--- config.mk ---
export PLATFORM = sky130hd
export DESIGN_NAME = run_ctrl_fsm
export DESIGN_NICKNAME = d
export VERILOG_FILES = /design/src/rtl/run_ctrl_fsm.sv
export SDC_FILE = /design/constraint.sdc
export NUM_CORES = 1
export LEC_CHECK = 0
export ABC_AREA = 1
export CORE_UTILIZATION = 28
export DETAILED_ROUTE_END_ITERATION = 6
export PLACE_DENSITY = 0.43
export SLEW_MARGIN = 20
export SYNTH_ARGS = -nofsm -noshare
export SYNTH_HDL_FRONTEND = slang
export SYNTH_SLANG_ARGS = --single-unit
--- constraint.sdc ---
create_clock -name clk -period 1.4 [get_ports clk]
set_input_delay 0.35 -clock clk [delete_from_list [all_inputs] [get_ports clk]]
set_output_delay 0.35 -clock clk [all_outputs]
set_load 0.01 [all_outputs]
--- src/rtl/run_ctrl_fsm.sv ---
// Run/step/stop controller for the Mic-1 core: synchronised, debounced button
// presses drive a Moore FSM that gates mic1_run and emits a core reset pulse.
module run_ctrl_fsm #(
    parameter int unsigned DB_CYCLES = 16,
    parameter int unsigned STEP_LEN  = 1,
    parameter int unsigned CNT_W     = 4
) (
    input  logic             clk,
    input  logic             resetn,
    input  logic [4:0]       button,
    output logic             mic1_run,
    output logic             mic1_reset,
    output logic             led_start_stop,
    output logic             led_step,
    output logic [CNT_W-1:0] led_run,
    output logic [1:0]       state_o
);

    localparam int unsigned DB_W  = $clog2(DB_CYCLES);
    localparam int unsigned LEN_W = (STEP_LEN > 1) ? $clog2(STEP_LEN) : 1;

    localparam logic [DB_W-1:0]  DB_LAST  = DB_W'(DB_CYCLES - 1);
    localparam logic [LEN_W-1:0] LEN_LOAD = LEN_W'(STEP_LEN - 1);

    localparam int unsigned B_RUN   = 0;
    localparam int unsigned B_STEP  = 2;
    localparam int unsigned B_STOP  = 3;
    localparam int unsigned B_RSYNC = 4;

    typedef enum logic [1:0] {
        StIdle = 2'd0,
        StRun  = 2'd1,
        StStop = 2'd2,
        StStep = 2'd3
    } state_e;

    logic [4:0]      sync1_q, sync2_q;
    logic [4:0]      db_q, db_prev_q;
    logic [DB_W-1:0] db_cnt_q [5];
    logic [4:0]      press;
    logic            unused_press;

    state_e           state_q, state_d;
    logic [CNT_W-1:0] step_cnt_q, step_cnt_d;
    logic [LEN_W-1:0] len_q, len_d;
    logic             mic1_reset_q, mic1_reset_d;

    always_ff @(posedge clk or negedge resetn) begin
        if (!resetn) begin
            sync1_q   <= '0;
            sync2_q   <= '0;
            db_q      <= '0;
            db_prev_q <= '0;
            for (int i = 0; i < 5; i++) begin
                db_cnt_q[i] <= '0;
            end
        end else begin
            sync1_q   <= button;
            sync2_q   <= sync1_q;
            db_prev_q <= db_q;
            // Count consecutive differing samples; any agreeing sample restarts the count.
            for (int i = 0; i < 5; i++) begin
                if (sync2_q[i] != db_q[i]) begin
                    if (db_cnt_q[i] == DB_LAST) begin
                        db_q[i]     <= sync2_q[i];
                        db_cnt_q[i] <= '0;
                    end else begin
                        db_cnt_q[i] <= db_cnt_q[i] + 1'b1;
                    end
                end else begin
                    db_cnt_q[i] <= '0;
                end
            end
        end
    end

    assign press        = db_q & ~db_prev_q;
    assign unused_press = press[1];

    always_comb begin
        state_d      = state_q;
        step_cnt_d   = step_cnt_q;
        len_d        = len_q;
        mic1_reset_d = 1'b0;
        if (press[B_RSYNC]) begin
            state_d      = StIdle;
            step_cnt_d   = '0;
            len_d        = '0;
            mic1_reset_d = 1'b1;
        end else begin
            unique case (state_q)
                StIdle, StStop: begin
                    // A coincident STOP outranks STEP/RUN and is itself ignored here.
                    if (!press[B_STOP]) begin
                        if (press[B_STEP]) begin
                            state_d    = StStep;
                            step_cnt_d = step_cnt_q + 1'b1;
                            len_d      = LEN_LOAD;
                        end else if (press[B_RUN]) begin
                            state_d = StRun;
                        end
                    end
                end
                StRun: begin
                    if (press[B_STOP]) begin
                        state_d = StStop;
                    end
                end
                StStep: begin
                    if (press[B_STOP] || (len_q == '0)) begin
                        state_d = StStop;
                    end else begin
                        len_d = len_q - 1'b1;
                    end
                end
                default: state_d = StIdle;
            endcase
        end
    end

    always_ff @(posedge clk or negedge resetn) begin
        if (!resetn) begin
            state_q      <= StIdle;
            step_cnt_q   <= '0;
            len_q        <= '0;
            mic1_reset_q <= 1'b0;
        end else begin
            state_q      <= state_d;
            step_cnt_q   <= step_cnt_d;
            len_q        <= len_d;
            mic1_reset_q <= mic1_reset_d;
        end
    end

    assign mic1_run       = (state_q == StRun) || (state_q == StStep);
    assign mic1_reset     = mic1_reset_q;
    assign led_start_stop = (state_q == StRun);
    assign led_step       = (state_q == StStop);
    assign led_run        = step_cnt_q;
    assign state_o        = state_q;

endmodule

==> metrics.log <==
[metrics] outcome: finished, final reports clean
[metrics] P&R area growth vs syn: 26.63%
[metrics] gate count after technology mapping: 155
[metrics] Seq cells post-synth: 40
[metrics] pin count of the biggest net entering global routing: 29
[metrics] P_leak: 1.074 nW
[metrics] arrival time reported for the critical path endpoint: 1.05 ns
[metrics] Iteration-0 DRC Markers: 45
[metrics] Initial Util: 0.2950
[metrics] FMAX: 715.5 MHz
[metrics] net count of the mapped netlist: 167
[metrics] met2 wire length: 1317 microns
[metrics] total count of max-transition violations in the final report: 0
[metrics] diodes inserted: 0
[metrics] CTS H-Tree Depth: 2
[metrics] nature of the critical path startpoint: flip-flop
[metrics] FP Rows: 27
[metrics] power per cell area: 1156 nW/um^2
[metrics] vias per inst: 4.046
[metrics] placer's final routability congestion estimate: 0.7994
[metrics] number of hold-slack violations in the final timing report: 0
[metrics] Total Die Area: 6219 sq um
[metrics] post-synthesis cell type count: 21
[metrics] Max-Slew Margin vs Limit: 0.7743
[metrics] top cell type by total area after synthesis: dfrtp_1
[metrics] source-to-sink clock delay at the later pin of the worst-skew pair: 0.28 ns
[metrics] IO buf count: 15
[metrics] worst clock skew: 0.002016 ns
[metrics] CTS tree: yes
[metrics] HPWL after detailed placement: 1942 microns
[metrics] Cell Count, Final, Fillers Out: 262
[metrics] Post-Syn Area: 1654 sq um
[metrics] final worst-path cycle share: 0.9982
[metrics] global-route wire length before repair: 4961 microns
[metrics] Worst-Margin Slew: 0.3386 ns
[metrics] clock-pin slew reported for the worst setup and hold paths after clock tree synthesis: 0.07 ns
[metrics] highest net fanout along the worst path: 3
[metrics] yosys warns: 0
[metrics] width of the chip: 78.86 microns
[metrics] number of antenna violations at the first check in global routing: 0
[metrics] maximum resistive drop on vdd: 473.8 uV
[metrics] number of filler instances in the final layout: 572
[metrics] area fraction of the dominant cell type after synthesis: 0.6051
[metrics] placed inst area: 1958 sq um
[metrics] core region area: 5608 sq um
[metrics] Remaining DRCs: 0
[metrics] final critical delay including setup and external delays: 1.398 ns
[metrics] most area-consuming cells after synthesis: dfrtp_1, nand2_1, nand3_1, nor2_1, xnor2_1
[metrics] total gr overflow: 0
[metrics] Detail Route met3 WL: 94 microns
[metrics] EDFF count, synth: 0
[metrics] average instance area after synthesis: 10.67 sq um
[metrics] most frequent cell after synthesis: dfrtp_1
[metrics] most used standard cells in the synthesized netlist: dfrtp_1, nand2_1, nor2_1
[metrics] highest routing layer actually used: met4
[metrics] worst-case hold slack: 0.3501 ns
[metrics] number of buffers and inverters on the critical path: 2
[metrics] RSZ-0062 raised after global routing: yes
[metrics] CTS Buf Count: 5
[metrics] number of primary I/O pins: 17
[metrics] number of setup violations in the final report: 0
[metrics] CP Capture Type: output port
[metrics] Seq/Total Area, Yosys: 0.6051
[metrics] Worst path slowest cell: dfrtp_1
[metrics] max capacitance violation total: 0
[metrics] Met1 Routed Length: 1160 microns
[metrics] Async S/R FF share, synth: 1.000
[metrics] detailed-route wire length: 2611 microns
[metrics] total track usage: 0.1034
[metrics] CP top delay family: flip-flops
[metrics] slowest cell delay on critical path: 0.41 ns
[metrics] share of cells above drive strength 1: 0.2158
[metrics] Design Area, Final: 2095 sq um
[metrics] required time at the worst-slack endpoint: 1.05 ns
[metrics] total number of vias: 1060
[metrics] least setup slack across all paths after layout: 0.002465 ns
[metrics] vertical extent of the die: 78.86 microns
[metrics] Setup CP Type: flip-flop to output port
[metrics] root buf cell: clkbuf_8
[metrics] utilization after layout: 0.3735
[metrics] total power consumption of the routed design: 2.422 mW
[metrics] type of the tightest min-delay check: flip-flop to flip-flop
[metrics] number of buffers on the longest clock path: 2
[metrics] total clock sinks: 40
[metrics] most used flip-flop cell after synthesis: dfrtp_1
[metrics] number of nets in the layout: 201
[metrics] via count of the first global-routing pass: 1188
[metrics] Total Neg Setup Slack: 0 ns
[metrics] pre-CTS setup slack: -0.02018 ns
[metrics] placed insts: 249
[metrics] routed length per instance: 9.966 microns
[metrics] Pre-Repair DR Iteration Count: 4
[metrics] Cell Chain, Critical Path: buf_4 > nor2_1 > buf_2
[metrics] antenna-violating nets left: 0
==> state kept, by name, summed over array words and instances, names as in the netlist <==
name and flops:
db_cnt_q 16, db_prev_q 4, db_q 4, led_run 4, len_q 1, mic1_reset 1, state_o 2, sync1_q 4
sync2_q 4
==> per-layer routing <==
metal	track usage	vias to the layer above
li1	-	549
met1	0.1151	491
met2	0.1791	16
met3	0.03103	4
met4	0.05091	0
met5	0	-
==> final cells by class <==
class,instances,area (sq um),area share
sequential,40,1001,0.4779
tap,72,90.09,0.04301
clock buffer,6,82.58,0.03943
inverter,21,83.83,0.04002
timing repair buffer,28,230.2,0.1099
clock inverter,2,38.79,0.01852
multi-input combinational,93,568.0,0.2712
==> cells by family (layout without fill, tap and decap cells) <==
family          count (synthesis)  in the layout  synth area share
mux                             3              3           0.02042
xor+xnor                       13             13           0.06884
simple gates                   65             65            0.1884
buf+inv                        22             57           0.05144
compound gates                  7              7           0.02799
flops                          40             40            0.6051
fa+ha+maj                       5              5           0.03782
==> repair_timing <==
action                                  4_1_cts  5_1_grt
hold endpoints to repair                     12        0
endpoints found under the setup margin       10        4
setup buffers                                 4        0
gates resized for setup                      22        4
hold buffers                                  1        0
==> placed cells by master, fill, tap and decap left out <==
cell | netlist | routed
clkbuf_8 | 0 | 6
ha_1 | 5 | 5
dlygate4sd2_1 | 0 | 5
nor2_1 | 19 | 19
nand2_2 | 1 | 1
nor2_8 | 1 | 1
inv_2 | 2 | 1
dfrtp_1 | 40 | 40
clkinv_4 | 0 | 1
dlygate4sd3_1 | 0 | 1
mux2_2 | 3 | 3
o21ai_2 | 3 | 3
buf_4 | 0 | 10
a21oi_1 | 3 | 3
o21ai_0 | 1 | 1
nand2_4 | 2 | 2
inv_1 | 18 | 18
inv_4 | 1 | 2
nor2_4 | 1 | 1
nor2_2 | 1 | 1
nand4_1 | 2 | 2
clkdlybuf4s50_1 | 0 | 4
clkbuf_2 | 0 | 1
buf_6 | 0 | 1
buf_12 | 0 | 1
bufinv_16 | 0 | 1
nand2_1 | 23 | 23
xnor2_1 | 8 | 8
nand3_1 | 15 | 15
buf_2 | 0 | 5
xor2_1 | 5 | 5
==> power by group <==
part / internal, mW / switching (mW) / leakage [nW]
Combinational: 0.106 / 0.114 / 0.483
Sequential: 1.20 / 0.0323 / 0.530
Clock: 0.582 / 0.383 / 0.0614
==> worst paths after layout <==
check                            startpoint      endpoint  slack, ns  depth (start not counted)
worst max-delay path             state_o[0]      led_step      0.002                          3
max in group asynchronous            resetn       db_q[4]       0.46                          3
worst min-delay path             sync1_q[3]    sync2_q[3]       0.35                          0
min in group asynchronous            resetn  db_cnt_q[10]       0.49                          2
worst max register to register  db_cnt_q[4]       db_q[3]       0.19                          3
worst min register to register   sync1_q[3]    sync2_q[3]       0.35                          0
No activity file was read; power rests on OpenSTA's default activity.
